[src/rtl/ex_pkg.sv]
`timescale 1ns/1ps
`default_nettype none
// ============================================================================
//  Module   : ex_pkg
//  Brief    : Operation codes, result-select codes and divider state type
//             shared by the execute stage, its divider and its bus interface.
//  Revision : 1.0  initial release
// ============================================================================
package ex_pkg;

    // aluop codes
    localparam logic [7:0] c_aluop_and  = 8'h24;
    localparam logic [7:0] c_aluop_or   = 8'h25;
    localparam logic [7:0] c_aluop_xor  = 8'h26;
    localparam logic [7:0] c_aluop_nor  = 8'h27;
    localparam logic [7:0] c_aluop_sll  = 8'h7C;
    localparam logic [7:0] c_aluop_srl  = 8'h02;
    localparam logic [7:0] c_aluop_sra  = 8'h03;
    localparam logic [7:0] c_aluop_add  = 8'h20;
    localparam logic [7:0] c_aluop_addu = 8'h21;
    localparam logic [7:0] c_aluop_sub  = 8'h22;
    localparam logic [7:0] c_aluop_subu = 8'h23;
    localparam logic [7:0] c_aluop_slt  = 8'h2A;
    localparam logic [7:0] c_aluop_sltu = 8'h2B;
    localparam logic [7:0] c_aluop_div  = 8'h1A;
    localparam logic [7:0] c_aluop_divu = 8'h1B;

    // alusel codes
    localparam logic [2:0] c_sel_logic = 3'd1;
    localparam logic [2:0] c_sel_shift = 3'd2;
    localparam logic [2:0] c_sel_arith = 3'd3;
    localparam logic [2:0] c_sel_div   = 3'd4;

    typedef enum logic [1:0] {
        IDLE = 2'd0,
        BUSY = 2'd1,
        DONE = 2'd2
    } div_state_t;

endpackage
`default_nettype wire

[src/rtl/ex_pipe_if.sv]
`timescale 1ns/1ps
`default_nettype none
// ============================================================================
//  Module   : ex_pipe_if
//  Brief    : ID/EX-to-execute bus and EX/MEM result bus. ovf_o exists only
//             when EX_OVF_TRAP_EN is defined.
//  Revision : 1.0  initial release
// ============================================================================
interface ex_pipe_if #(
    parameter int DATA_W     = 32,
    parameter int REG_ADDR_W = 5,
    parameter int ALUOP_W    = 8,
    parameter int ALUSEL_W   = 3
);
    logic                  flush_i;
    logic                  stall_i;
    logic                  valid_i;
    logic [ALUOP_W-1:0]    aluop_i;
    logic [ALUSEL_W-1:0]   alusel_i;
    logic [DATA_W-1:0]     reg1_i;
    logic [DATA_W-1:0]     reg2_i;
    logic [REG_ADDR_W-1:0] wd_i;
    logic                  wreg_i;

    logic                  valid_o;
    logic [REG_ADDR_W-1:0] wd_o;
    logic                  wreg_o;
    logic [DATA_W-1:0]     wdata_o;
    logic                  hilo_we_o;
    logic [DATA_W-1:0]     hi_o;
    logic [DATA_W-1:0]     lo_o;
    logic                  stallreq_o;
`ifdef EX_OVF_TRAP_EN
    logic                  ovf_o;
`endif

    modport master (
        output flush_i, stall_i, valid_i, aluop_i, alusel_i,
               reg1_i, reg2_i, wd_i, wreg_i,
        input  valid_o, wd_o, wreg_o, wdata_o, hilo_we_o, hi_o, lo_o, stallreq_o
`ifdef EX_OVF_TRAP_EN
        , input ovf_o
`endif
    );

    modport slave (
        input  flush_i, stall_i, valid_i, aluop_i, alusel_i,
               reg1_i, reg2_i, wd_i, wreg_i,
        output valid_o, wd_o, wreg_o, wdata_o, hilo_we_o, hi_o, lo_o, stallreq_o
`ifdef EX_OVF_TRAP_EN
        , output ovf_o
`endif
    );
endinterface
`default_nettype wire

[src/rtl/ex_pipe_div_unit.sv]
`timescale 1ns/1ps
`default_nettype none
// ============================================================================
//  Module   : div_unit
//  Brief    : Radix-2 restoring divider, one quotient bit per cycle, with
//             signed magnitude fix-up and an IDLE/BUSY/DONE control FSM.
//  Revision : 1.0  initial release
// ============================================================================
module div_unit
    import ex_pkg::*;
#(
    parameter int DATA_W = 32
) (
    input  wire logic              clk,
    input  wire logic              rst,
    input  wire logic              flush,
    input  wire logic              hold,
    input  wire logic              start,
    input  wire logic              is_signed,
    input  wire logic [DATA_W-1:0] a,
    input  wire logic [DATA_W-1:0] b,
    output logic                   busy,
    output logic                   done,
    output logic [DATA_W-1:0]      quo,
    output logic [DATA_W-1:0]      rem
);
    localparam int c_cnt_w = $clog2(DATA_W);

    div_state_t          r_state;
    div_state_t          w_next;
    logic [c_cnt_w-1:0]  r_cnt;
    logic [DATA_W-1:0]   r_quo;
    logic [DATA_W-1:0]   r_rem;
    logic [DATA_W-1:0]   r_div;
    logic                r_neg_q;
    logic                r_neg_r;
    logic                r_dvz;

    logic [DATA_W-1:0]   w_a_mag;
    logic [DATA_W-1:0]   w_b_mag;
    logic [DATA_W:0]     w_shift;
    logic [DATA_W:0]     w_diff;

    assign w_a_mag = (is_signed && a[DATA_W-1]) ? -a : a;
    assign w_b_mag = (is_signed && b[DATA_W-1]) ? -b : b;
    assign w_shift = {r_rem, r_quo[DATA_W-1]};
    assign w_diff  = w_shift - {1'b0, r_div};

    always_ff @(posedge clk) begin
        if (rst) r_state <= IDLE;
        else     r_state <= w_next;
    end

    always_comb begin
        w_next = r_state;
        case (r_state)
            IDLE:    if (start) w_next = BUSY;
            BUSY:    if (flush) w_next = IDLE;
                     else if (r_cnt == '0) w_next = DONE;
            DONE:    if (flush || !hold) w_next = IDLE;
            default: w_next = IDLE;
        endcase
    end

    always_ff @(posedge clk) begin
        if (rst) begin
            r_cnt   <= '0;
            r_quo   <= '0;
            r_rem   <= '0;
            r_div   <= '0;
            r_neg_q <= 1'b0;
            r_neg_r <= 1'b0;
            r_dvz   <= 1'b0;
        end else if (r_state == IDLE && start) begin
            r_cnt   <= c_cnt_w'(DATA_W - 1);
            r_quo   <= w_a_mag;
            r_rem   <= '0;
            r_div   <= w_b_mag;
            r_neg_q <= is_signed && (a[DATA_W-1] ^ b[DATA_W-1]);
            r_neg_r <= is_signed && a[DATA_W-1];
            r_dvz   <= (b == '0);
        end else if (r_state == BUSY && !flush) begin
            r_cnt <= r_cnt - 1'b1;
            if (!w_diff[DATA_W]) begin
                r_rem <= w_diff[DATA_W-1:0];
                r_quo <= {r_quo[DATA_W-2:0], 1'b1};
            end else begin
                r_rem <= w_shift[DATA_W-1:0];
                r_quo <= {r_quo[DATA_W-2:0], 1'b0};
            end
        end
    end

    // A zero divisor leaves |a| in the remainder, so the sign fix-up restores a.
    assign quo  = r_dvz ? '1 : (r_neg_q ? -r_quo : r_quo);
    assign rem  = r_neg_r ? -r_rem : r_rem;
    assign busy = (r_state == BUSY);
    assign done = (r_state == DONE);

endmodule
`default_nettype wire

[src/rtl/ex_pipe.sv]
`timescale 1ns/1ps
`default_nettype none
// ============================================================================
//  Module   : ex_pipe
//  Brief    : Execute stage with EX/MEM output register; single-cycle logic,
//             shift and arith ops, multi-cycle divide with stall request.
//             Optional macro EX_OVF_TRAP_EN adds signed-overflow trap (ovf_o).
//  Revision : 1.0  initial release
// ============================================================================
module ex_pipe
    import ex_pkg::*;
#(
    parameter int DATA_W     = 32,
    parameter int REG_ADDR_W = 5,
    parameter int ALUOP_W    = 8,
    parameter int ALUSEL_W   = 3
) (
    input wire logic clk,
    input wire logic rst,
    ex_pipe_if.slave bus
);
    localparam int c_sh_w = $clog2(DATA_W);

    logic [ALUOP_W-1:0]  w_aluop;
    logic [ALUSEL_W-1:0] w_alusel;
    logic [7:0]          w_op;
    logic [2:0]          w_sel;
    logic [DATA_W-1:0]   w_a;
    logic [DATA_W-1:0]   w_b;
    logic [c_sh_w-1:0]   w_shamt;
    logic [DATA_W-1:0]   w_sum;
    logic [DATA_W-1:0]   w_dif;
    logic [DATA_W-1:0]   w_result;
    logic                w_known;
    logic                w_is_div;
    logic                w_start;
    logic                w_div_busy;
    logic                w_div_done;
    logic [DATA_W-1:0]   w_quo;
    logic [DATA_W-1:0]   w_rem;

    logic                  r_valid;
    logic [REG_ADDR_W-1:0] r_wd;
    logic                  r_wreg;
    logic [DATA_W-1:0]     r_wdata;
    logic                  r_hilo_we;
    logic [DATA_W-1:0]     r_hi;
    logic [DATA_W-1:0]     r_lo;

    assign w_aluop  = bus.aluop_i;
    assign w_alusel = bus.alusel_i;
    assign w_op     = 8'(w_aluop);
    assign w_sel    = 3'(w_alusel);
    assign w_a      = bus.reg1_i;
    assign w_b      = bus.reg2_i;
    assign w_shamt  = w_a[c_sh_w-1:0];
    assign w_sum    = w_a + w_b;
    assign w_dif    = w_a - w_b;

    always_comb begin
        w_result = '0;
        w_known  = 1'b0;
        case (w_sel)
            c_sel_logic: begin
                w_known = 1'b1;
                case (w_op)
                    c_aluop_and: w_result = w_a & w_b;
                    c_aluop_or:  w_result = w_a | w_b;
                    c_aluop_xor: w_result = w_a ^ w_b;
                    c_aluop_nor: w_result = ~(w_a | w_b);
                    default:     w_known  = 1'b0;
                endcase
            end
            c_sel_shift: begin
                w_known = 1'b1;
                case (w_op)
                    c_aluop_sll: w_result = w_b << w_shamt;
                    c_aluop_srl: w_result = w_b >> w_shamt;
                    c_aluop_sra: w_result = $unsigned($signed(w_b) >>> w_shamt);
                    default:     w_known  = 1'b0;
                endcase
            end
            c_sel_arith: begin
                w_known = 1'b1;
                case (w_op)
                    c_aluop_add, c_aluop_addu: w_result = w_sum;
                    c_aluop_sub, c_aluop_subu: w_result = w_dif;
                    c_aluop_slt:  w_result = {{(DATA_W-1){1'b0}}, ($signed(w_a) < $signed(w_b))};
                    c_aluop_sltu: w_result = {{(DATA_W-1){1'b0}}, (w_a < w_b)};
                    default:      w_known  = 1'b0;
                endcase
            end
            default: ;
        endcase
    end

`ifdef EX_OVF_TRAP_EN
    logic w_ovf;
    logic r_ovf;
    assign w_ovf = (w_sel == c_sel_arith) &&
                   (((w_op == c_aluop_add) && (w_a[DATA_W-1] == w_b[DATA_W-1]) &&
                     (w_sum[DATA_W-1] != w_a[DATA_W-1])) ||
                    ((w_op == c_aluop_sub) && (w_a[DATA_W-1] != w_b[DATA_W-1]) &&
                     (w_dif[DATA_W-1] != w_a[DATA_W-1])));
`endif

    assign w_is_div = bus.valid_i && (w_sel == c_sel_div) &&
                      ((w_op == c_aluop_div) || (w_op == c_aluop_divu));
    assign w_start  = w_is_div && !w_div_busy && !w_div_done && !bus.flush_i && !bus.stall_i;

    div_unit #(.DATA_W(DATA_W)) u_div (
        .clk       (clk),
        .rst       (rst),
        .flush     (bus.flush_i),
        .hold      (bus.stall_i),
        .start     (w_start),
        .is_signed (w_op == c_aluop_div),
        .a         (w_a),
        .b         (w_b),
        .busy      (w_div_busy),
        .done      (w_div_done),
        .quo       (w_quo),
        .rem       (w_rem)
    );

    // Raised in the accepting cycle already so ID/EX holds the divide operands.
    assign bus.stallreq_o = (w_is_div && !w_div_busy && !w_div_done) || w_div_busy;

    always_ff @(posedge clk) begin
        if (rst || bus.flush_i) begin
            r_valid   <= 1'b0;
            r_wd      <= '0;
            r_wreg    <= 1'b0;
            r_wdata   <= '0;
            r_hilo_we <= 1'b0;
            r_hi      <= '0;
            r_lo      <= '0;
`ifdef EX_OVF_TRAP_EN
            r_ovf     <= 1'b0;
`endif
        end else if (!bus.stall_i) begin
            r_hilo_we <= w_div_done;
            r_hi      <= w_div_done ? w_rem : '0;
            r_lo      <= w_div_done ? w_quo : '0;
            if (w_div_done) begin
                r_valid <= 1'b1;
                r_wd    <= '0;
                r_wreg  <= 1'b0;
                r_wdata <= '0;
            end else if (bus.valid_i && w_known && !w_div_busy) begin
                r_valid <= 1'b1;
                r_wd    <= bus.wd_i;
`ifdef EX_OVF_TRAP_EN
                r_wreg  <= bus.wreg_i && !w_ovf;
`else
                r_wreg  <= bus.wreg_i;
`endif
                r_wdata <= w_result;
            end else begin
                r_valid <= 1'b0;
                r_wd    <= '0;
                r_wreg  <= 1'b0;
                r_wdata <= '0;
            end
`ifdef EX_OVF_TRAP_EN
            r_ovf <= bus.valid_i && w_known && !w_div_busy && !w_div_done && w_ovf;
`endif
        end
    end

    assign bus.valid_o   = r_valid;
    assign bus.wd_o      = r_wd;
    assign bus.wreg_o    = r_wreg;
    assign bus.wdata_o   = r_wdata;
    assign bus.hilo_we_o = r_hilo_we;
    assign bus.hi_o      = r_hi;
    assign bus.lo_o      = r_lo;
`ifdef EX_OVF_TRAP_EN
    assign bus.ovf_o     = r_ovf;
`endif

endmodule
`default_nettype wire
[src/flat_wrapper.sv]
// flat-port wrapper written by rule: the top's interface ports become plain ports
module ex_pipe_flat import ex_pkg::*;
#(
    parameter int DATA_W     = 32,
    parameter int REG_ADDR_W = 5,
    parameter int ALUOP_W    = 8,
    parameter int ALUSEL_W   = 3
)
  (clk, rst, bus_flush_i, bus_stall_i, bus_valid_i, bus_aluop_i, bus_alusel_i, bus_reg1_i, bus_reg2_i, bus_wd_i, bus_wreg_i, bus_valid_o, bus_wd_o, bus_wreg_o, bus_wdata_o, bus_hilo_we_o, bus_hi_o, bus_lo_o, bus_stallreq_o);
  ex_pipe_if #(.DATA_W(DATA_W), .REG_ADDR_W(REG_ADDR_W), .ALUOP_W(ALUOP_W), .ALUSEL_W(ALUSEL_W)) bus_i ();
  input wire logic clk;
  input wire logic rst;
  input wire logic [$bits(bus_i.flush_i)-1:0] bus_flush_i;
  input wire logic [$bits(bus_i.stall_i)-1:0] bus_stall_i;
  input wire logic [$bits(bus_i.valid_i)-1:0] bus_valid_i;
  input wire logic [$bits(bus_i.aluop_i)-1:0] bus_aluop_i;
  input wire logic [$bits(bus_i.alusel_i)-1:0] bus_alusel_i;
  input wire logic [$bits(bus_i.reg1_i)-1:0] bus_reg1_i;
  input wire logic [$bits(bus_i.reg2_i)-1:0] bus_reg2_i;
  input wire logic [$bits(bus_i.wd_i)-1:0] bus_wd_i;
  input wire logic [$bits(bus_i.wreg_i)-1:0] bus_wreg_i;
  output wire logic [$bits(bus_i.valid_o)-1:0] bus_valid_o;
  output wire logic [$bits(bus_i.wd_o)-1:0] bus_wd_o;
  output wire logic [$bits(bus_i.wreg_o)-1:0] bus_wreg_o;
  output wire logic [$bits(bus_i.wdata_o)-1:0] bus_wdata_o;
  output wire logic [$bits(bus_i.hilo_we_o)-1:0] bus_hilo_we_o;
  output wire logic [$bits(bus_i.hi_o)-1:0] bus_hi_o;
  output wire logic [$bits(bus_i.lo_o)-1:0] bus_lo_o;
  output wire logic [$bits(bus_i.stallreq_o)-1:0] bus_stallreq_o;
  assign bus_i.flush_i = bus_flush_i;
  assign bus_i.stall_i = bus_stall_i;
  assign bus_i.valid_i = bus_valid_i;
  assign bus_i.aluop_i = bus_aluop_i;
  assign bus_i.alusel_i = bus_alusel_i;
  assign bus_i.reg1_i = bus_reg1_i;
  assign bus_i.reg2_i = bus_reg2_i;
  assign bus_i.wd_i = bus_wd_i;
  assign bus_i.wreg_i = bus_wreg_i;
  assign bus_valid_o = bus_i.valid_o;
  assign bus_wd_o = bus_i.wd_o;
  assign bus_wreg_o = bus_i.wreg_o;
  assign bus_wdata_o = bus_i.wdata_o;
  assign bus_hilo_we_o = bus_i.hilo_we_o;
  assign bus_hi_o = bus_i.hi_o;
  assign bus_lo_o = bus_i.lo_o;
  assign bus_stallreq_o = bus_i.stallreq_o;
  ex_pipe #(.DATA_W(DATA_W), .REG_ADDR_W(REG_ADDR_W), .ALUOP_W(ALUOP_W), .ALUSEL_W(ALUSEL_W)) u_core (.clk(clk), .rst(rst), .bus(bus_i));
endmodule
[config.mk]
export PLATFORM = sky130hd
export DESIGN_NAME = ex_pipe_flat
export DESIGN_NICKNAME = d
export VERILOG_FILES = /design/src/rtl/ex_pkg.sv /design/src/rtl/ex_pipe_if.sv /design/src/rtl/ex_pipe_div_unit.sv /design/src/rtl/ex_pipe.sv /design/src/flat_wrapper.sv
export SDC_FILE = /design/constraint.sdc
export NUM_CORES = 1
export LEC_CHECK = 0
export BUFFER_PORTS_ARGS = -buffer_cell sky130_fd_sc_hd__buf_2
export CAP_MARGIN = 10
export CORE_MARGIN = 2
export CORE_UTILIZATION = 33
export DETAILED_ROUTE_END_ITERATION = 8
export PLACE_DENSITY_LB_ADDON = 0.15
export SLEW_MARGIN = 20
export SYNTH_ARGS = -nofsm -noshare
export SYNTH_HDL_FRONTEND = slang
export SYNTH_SLANG_ARGS = --single-unit
export TNS_END_PERCENT = 50
[constraint.sdc]
create_clock -name clk -period 4.47 [get_ports clk]
set_input_delay 0.447 -clock clk [delete_from_list [all_inputs] [get_ports clk]]
set_output_delay 0.447 -clock clk [all_outputs]
set_load 0.01 [all_outputs]
## After elaboration in Yosys (flattened, before gate mapping)

Cells that the tools add are included.

| cells by class | value |
|---|---|
| shift operators | 3 |
| add/subtract/negate cells | 8 |
| multiplexer cells | 34 |
| equality and inequality tests | 24 |
| reduce and logical (&&, ||, !) cells | 32 |
| divide/modulo/power cells | 0 |
| bitwise logic cells | 5 |
| multiply operators | 0 |
| $lt $le $gt $ge | 2 |

Operators by type and width:

| kind | number |
|---|---|
| two-way mux 32 bit | 12 |
| case mux 32 bit (4 select lines) | 2 |
| case mux 32 bit (3 select lines) | 2 |
| negator 32 bit | 4 |
| == test 8 x 6 -> 1 bit (second input constant) | 10 |
| less-than comparator 32 bit | 2 |
| subtractor 33 x 32 -> 33 bit | 1 |
| adder 32 bit | 1 |
| bitwise AND 32 bit | 1 |
| logical NOT 32 bit | 1 |
| inverter 32 bit | 1 |
| bitwise OR 32 bit | 1 |
| << shifter 32 x 5 -> 32 bit | 1 |
| right shift 32 x 5 -> 32 bit | 1 |
| >>> shifter 32 x 5 -> 32 bit | 1 |
| subtractor 32 bit | 1 |
| bitwise XOR 32 bit | 1 |
| two-way mux 5 bit | 4 |
| == test 8 x 2 -> 1 bit (second input constant) | 2 |
| == test 8 x 5 -> 1 bit (second input constant) | 2 |
| logical AND 1 bit | 13 |
| == test 8 x 7 -> 1 bit (second input constant) | 1 |
| two-way mux 1 bit | 8 |
| two-way mux 2 bit | 4 |
| 21 further kinds | 31 |

| storage, ports and cells | value |
|---|---|
| memories kept | 0 |
| logic and storage cells | 123 |
| memory bits (read-only) | 0 |
| output and inout port bits | 105 |
| bits in latches | 0 |
| bits in writable memories | 0 |
| bits in registers | 210 |
| bits of input ports | 86 |

## Longest topological paths before layout

| logic depth | value |
|---|---|
| word-level depth | 9 |
| gate-level depth with buffers | 17 |
| depth with buffers taken out | 14 |

## Modules after synthesis

From an unflattened synthesis, not the netlist that was laid out.

| unflattened totals | value |
|---|---|
| cell total of the unflattened synthesis | 2,974 |
| area total of the unflattened synthesis | 21,813.4 µm² |

Modules (own cells, without submodules):

| module | area an instance (µm²) | seq. area each (µm²) | instances | cells an instance |
|---|---|---|---|---|
| ex_pipe | 13,052.5 | 2,082.0 | 1 | 1,792 |
| div_unit | 8,760.9 | 2,122.0 | 1 | 1,182 |

## Worst setup path before layout

No wires, ideal clock.

| timing path | value |
|---|---|
| path type | input-to-reg |
| start point | input bus_reg1_i[2] |
| end point | register u_core.r_wdata[28], in the netlist u_core.bus.wdata_o[28] |
| setup slack | 0.394 ns |
| data required time | 4.345 ns |
| library setup time | 0.125 ns |
| buffers on the path | 4 |
| stages | 16 |
| arrival time | 3.951 ns |
| cells stage by stage | clkbuf_1 > clkinv_1 > clkbuf_1 > clkbuf_1 > ha_1 > clkbuf_1 > a21o_1 > nand3_1 > a21oi_1 > a31oi_1 > o31ai_1 > or4b_2 > o211ai_1 > o221ai_1 > xnor2_1 > o2bb2ai_1 |

| between the ends | value |
|---|---|
| cells in the longest elaborated chain, start to end | 5 |
| elaborated cells on any way between the ends | 10 |
| classes of those cells | 2 x add/sub; 3 x shift; 5 x mux |

RTL lines:

| what | line | RTL |
|---|---|---|
| from (decl) | flat_wrapper.sv:18 | `input wire logic [$bits(bus_i.reg1_i)-1:0] bus_reg1_i;` |
| subtractor 32 bit, or another cell as far along | ex_pipe.sv:58 | `assign w_dif = w_a - w_b;` |
| case mux 32 bit (4 select lines) / case mux 32 bit (3 select lines) (equally long branches) | ex_pipe.sv:85, ex_pipe.sv:76 |  |
| case mux 32 bit (3 select lines) * | ex_pipe.sv:63 | `case (w_sel)` |
| two-way mux 32 bit * | ex_pipe.sv:150 | `end else if (bus.valid_i && w_known && !w_div_busy) begin` |
| two-way mux 32 bit * | ex_pipe.sv:145 | `if (w_div_done) begin` |
| to (signal assigned) | ex_pipe.sv:158 | `r_wdata <= w_result;` |
| to (decl) | ex_pipe.sv:45 | `logic [DATA_W-1:0] r_wdata;` |

Mark *: on every way between the ends. The rest lies on a longest branch, timed or not.
A chain may end at the register's enable or synchronous reset.

## Worst setup path in the final report

| timing path | value |
|---|---|
| start point | register u_core.u_div.r_rem[13] |
| end point | register u_core.u_div.r_rem[31] |

| between the ends | value |
|---|---|
| cells in the longest elaborated chain, start to end | 2 |

RTL lines:

| what | line | RTL |
|---|---|---|
| from (decl) | ex_pipe_div_unit.sv:33 | `logic [DATA_W-1:0] r_rem;` |
| from (signal assigned) | ex_pipe_div_unit.sv:85 | `r_rem <= w_diff[DATA_W-1:0];` |
| from (signal assigned) | ex_pipe_div_unit.sv:88 | `r_rem <= w_shift[DATA_W-1:0];` |
| subtractor 33 x 32 -> 33 bit | ex_pipe_div_unit.sv:47 | `assign w_diff = w_shift - {1'b0, r_div};` |
| two-way mux 32 bit | ex_pipe_div_unit.sv:84 | `if (!w_diff[DATA_W]) begin` |

No other way between the ends.

==> summary.md <==
| Metric | Value |
|---|---|
| Fin crit share | `81.1%` |
| PnR worst setup slack | `0.843 ns` |
| Die height | `255 um` |
| Max FO, Critical Path | `7` |
| Post-Place Cell Area | `0.0228 sq mm` |
| Max-Cap Viols | `0` |
| Crit path arrival time | `4.05 ns` |
| Post-route cell area | `0.0237 sq mm` |
| Register area | `0.00420 sq mm` |
| Core area | `0.0627 sq mm` |
| First-pass GRT wire length | `135000 um` |
| Worst Setup End Kind | `flop` |
| Initial antenna violation count | `6` |
| Post-synth cell types | `82` |
| Slew Limit Fails | `0` |
| Clock Root Buffer | `clkbuf_16` |
| Final Hold Violating Endpoints | `0` |
| CTS buffer count | `28` |
| Max clock buf depth | `3` |
| VDD IR max | `263 uV` |
| Flops & latches, synth | `210` |
| Critical Path RT | `4.90 ns` |
| PortBufs | `190` |
| DIE WIDTH | `255 um` |
| Vias in the first global route | `20300` |
| Top FF cell, synth | `dfxtp_1` |
| Resize count post-CTS | `0` |
| Max frequency | `276 MHz` |
| TritonRoute pass-1 iters | `6` |
| Clk_skew | `0.0128 ns` |
| Met2 Routed Length | `39400 um` |
| Worst-margin pin slew | `1.14 ns` |
| IO Pins | `191` |
| Total gr overflow | `0` |
| CP startpoint kind | `flop` |
| TritonCTS clock tree | `done` |
| Leakage | `9.51 nW` |
| Routed WL | `92500 um` |
| Overall routing resource usage | `27.5%` |
| Post-Syn Area | `0.0208 sq mm` |
| Mapped Nets | `2982` |
| P per Cell Area | `231 mW/mm^2` |
| Filler Cell Count | `6666` |
| Largest net degree at the start of global routing | `70` |
| M1 WL | `42100 um` |
| Post-DR wirelength/cell | `24.9 um` |
| Buffer count from post-CTS setup fixing | `0` |
| Hold Crit Class | `in -> reg` |
| RSZ-0062 raised after global routing | `false` |
| Initial Util | `33.2%` |
| Avg Cell Area, Syn | `7.56 sq um` |
| H-tree depth | `1` |
| Layout net count | `3077` |
| Clk pin slew, worst setup/hold paths | `0.06 ns` |
| R2R cell count | `11` |
| Setup TNS | `0 ns` |
| # clock sinks | `210` |
| Pre-CTS WS | `0.381 ns` |
| Post-synth ARST share | `0%` |
| Antenna-violating nets left | `0` |
| Fraction of layout cells with a size suffix above 1 | `15.0%` |
| Cts hold-fix bufs | `0` |
| Synthesized instance count | `2756` |
| Highest routed metal layer | `met5` |
| Yosys warns | `0` |
| Vias | `21800` |
| Crit Path Category | `reg -> reg` |
| Die area | `0.0652 sq mm` |
| Clock Latency Late Sink | `0.58 ns` |
| Remaining DRCs | `0` |
| Number of synthesized flops with an enable pin | `0` |
| Synth-to-layout area growth | `13.7%` |
| Hold path depth | `3` |
| Vias/cell | `5.87` |
| Status | `complete, no violations` |
| Post-layout minimum cycle time | `3.63 ns` |
| Met3 WL | `6690 um` |
| 1st-iter DRT viols | `2114` |
| Final setup violation count | `0` |
| Area of the multi-input gates | `0.0153 sq mm` |
| Seq/Total Area, Yosys | `20.2%` |
| Gpl congestion | `1.00` |
| Post-DP HPWL | `72600 um` |
| Relative slew slack | `23.4%` |
| Num rows | `92` |
## per-layer routing
layer | up-vias | track usage (%)
met2 | 946 | 42.3
met5 | - | 0
li1 | 10300 | -
met3 | 154 | 3.91
met1 | 10500 | 38.5
met4 | 4 | 11.3
## layout make-up
| class | instances | area share [%] |
|---|---|---|
| multi-input cells | 2179 | 64.5 |
| flip-flops and latches | 210 | 17.8 |
| clock inverters | 8 | 0.380 |
| clock buffers | 40 | 3.32 |
| diodes | 2 | 0.0211 |
| inverters | 149 | 2.36 |
| repair buffers | 283 | 7.16 |
| well taps | 846 | 4.47 |
## where the power goes
| group | switching, mW | internal, mW |
|---|---|---|
| registers | 0.000119 | 1.87 |
| logic | 0.913 | 0.492 |
| clock network | 0.916 | 1.28 |
## cells in the final DEF (no fill, tap or decap), types with 10 or more instances in the layout
cell type	instances
a211oi_1	69
o221ai_1	10
nor4_1	17
a2111oi_0	11
a31oi_1	19
nor3_1	49
o22ai_1	23
or3_1	22
nand2b_1	24
dfxtp_1	210
a222oi_1	20
o21ai_0	197
clkbuf_16	28
nor2b_1	24
nand4_1	20
buf_2	186
o21bai_1	13
xor2_1	29
or4_1	17
ha_1	137
nand3_1	39
nand2_1	206
xnor2_1	176
inv_1	142
mux4_2	62
mux2i_1	80
a21oi_1	263
a21o_1	45
o31ai_1	44
a221oi_1	18
buf_4	94
o41ai_1	15
o21a_1	14
a22oi_1	50
o211ai_1	33
nor2_1	308
## path summary, 6_finish.rpt
| check | endpoint | from | slack, ns |
|---|---|---|---|
| setup / recovery | u_core.u_div.r_rem[31]$_SDFFE_PP0P_ | u_core.u_div.r_rem[13]$_SDFFE_PP0P_ | 0.84 |
| hold / removal | u_core.bus.wd_o[2]$_SDFFE_PP0N_ | bus_wd_i[2] | 0.11 |
| hold reg to reg | u_core.bus.lo_o[25]$_SDFFE_PP0N_ | u_core.bus.lo_o[25]$_SDFFE_PP0N_ | 0.46 |
| setup reg to reg | u_core.u_div.r_rem[31]$_SDFFE_PP0P_ | u_core.u_div.r_rem[13]$_SDFFE_PP0P_ | 0.84 |
## synth_stat cells, drive strengths merged (23+ instances only)
cell / count / area [sq um]
xnor2: 176 / 1540
nor2: 312 / 1170
buf: 49 / 219
o21ai: 199 / 996
nand2: 206 / 773
nand2b: 24 / 150
clkbuf: 169 / 634
o31ai: 44 / 330
mux4: 62 / 1400
nor3: 52 / 265
or3: 23 / 149
ha: 137 / 1710
o22ai: 23 / 144
mux2i: 80 / 801
xor2: 29 / 254
a22oi: 50 / 375
a211oi: 69 / 518
dfxtp: 210 / 4200
nand3: 40 / 205
o211ai: 33 / 248
nor2b: 24 / 150
a21oi: 263 / 1320
a21o: 45 / 338
inv: 145 / 544
## worst max-delay path, cell delays in order (launching register included)
cell	delay [ns]
dfxtp_1	0.53
ha_1	0.38
a21o_1	0.19
a211oi_1	0.48
a21boi_0	0.26
a31o_2	0.30
a31oi_1	0.36
o21ai_0	0.24
a311oi_1	0.39
xnor2_1	0.11
mux2i_1	0.14
a21oi_1	0.08
## sequential cells by signal (all words and copies together) (netlist names)
| register | flops |
|---|---|
| u_core.u_div.r_state | 2 |
| u_core.u_div.r_neg_q | 1 |
| u_core.u_div.r_rem | 32 |
| u_core.bus.wreg_o | 1 |
| u_core.u_div.r_cnt | 5 |
| u_core.u_div.r_dvz | 1 |
| u_core.bus.lo_o | 32 |
| u_core.u_div.r_neg_r | 1 |
| u_core.u_div.r_quo | 32 |
| u_core.bus.wdata_o | 32 |
| u_core.u_div.r_div | 32 |
| u_core.bus.hilo_we_o | 1 |
| u_core.bus.hi_o | 32 |
| u_core.bus.wd_o | 5 |
| u_core.bus.valid_o | 1 |
## through the flow
step	instances	util, %	power [mW]	hold slack [ns]
after floorplan	2756	-	2.78	0.432
after detailed placement	3667	36.3	3.28	0.446
after CTS	3715	37.7	5.50	0.0832
after global routing	3715	37.7	5.68	0.0981
after global placement	3667	36.3	3.29	0.439
final	3717	37.7	5.47	0.106
## logic make-up after synthesis
kind of cell	Yosys count	synth area share [%]
simple gates	783	17.2
mux	146	10.8
compound gates	905	27.9
flops	210	20.2
buf+inv	367	6.78
xor+xnor	205	8.62
fa+ha+maj	140	8.52
Note: power is estimated with default switching activity, not from simulation.
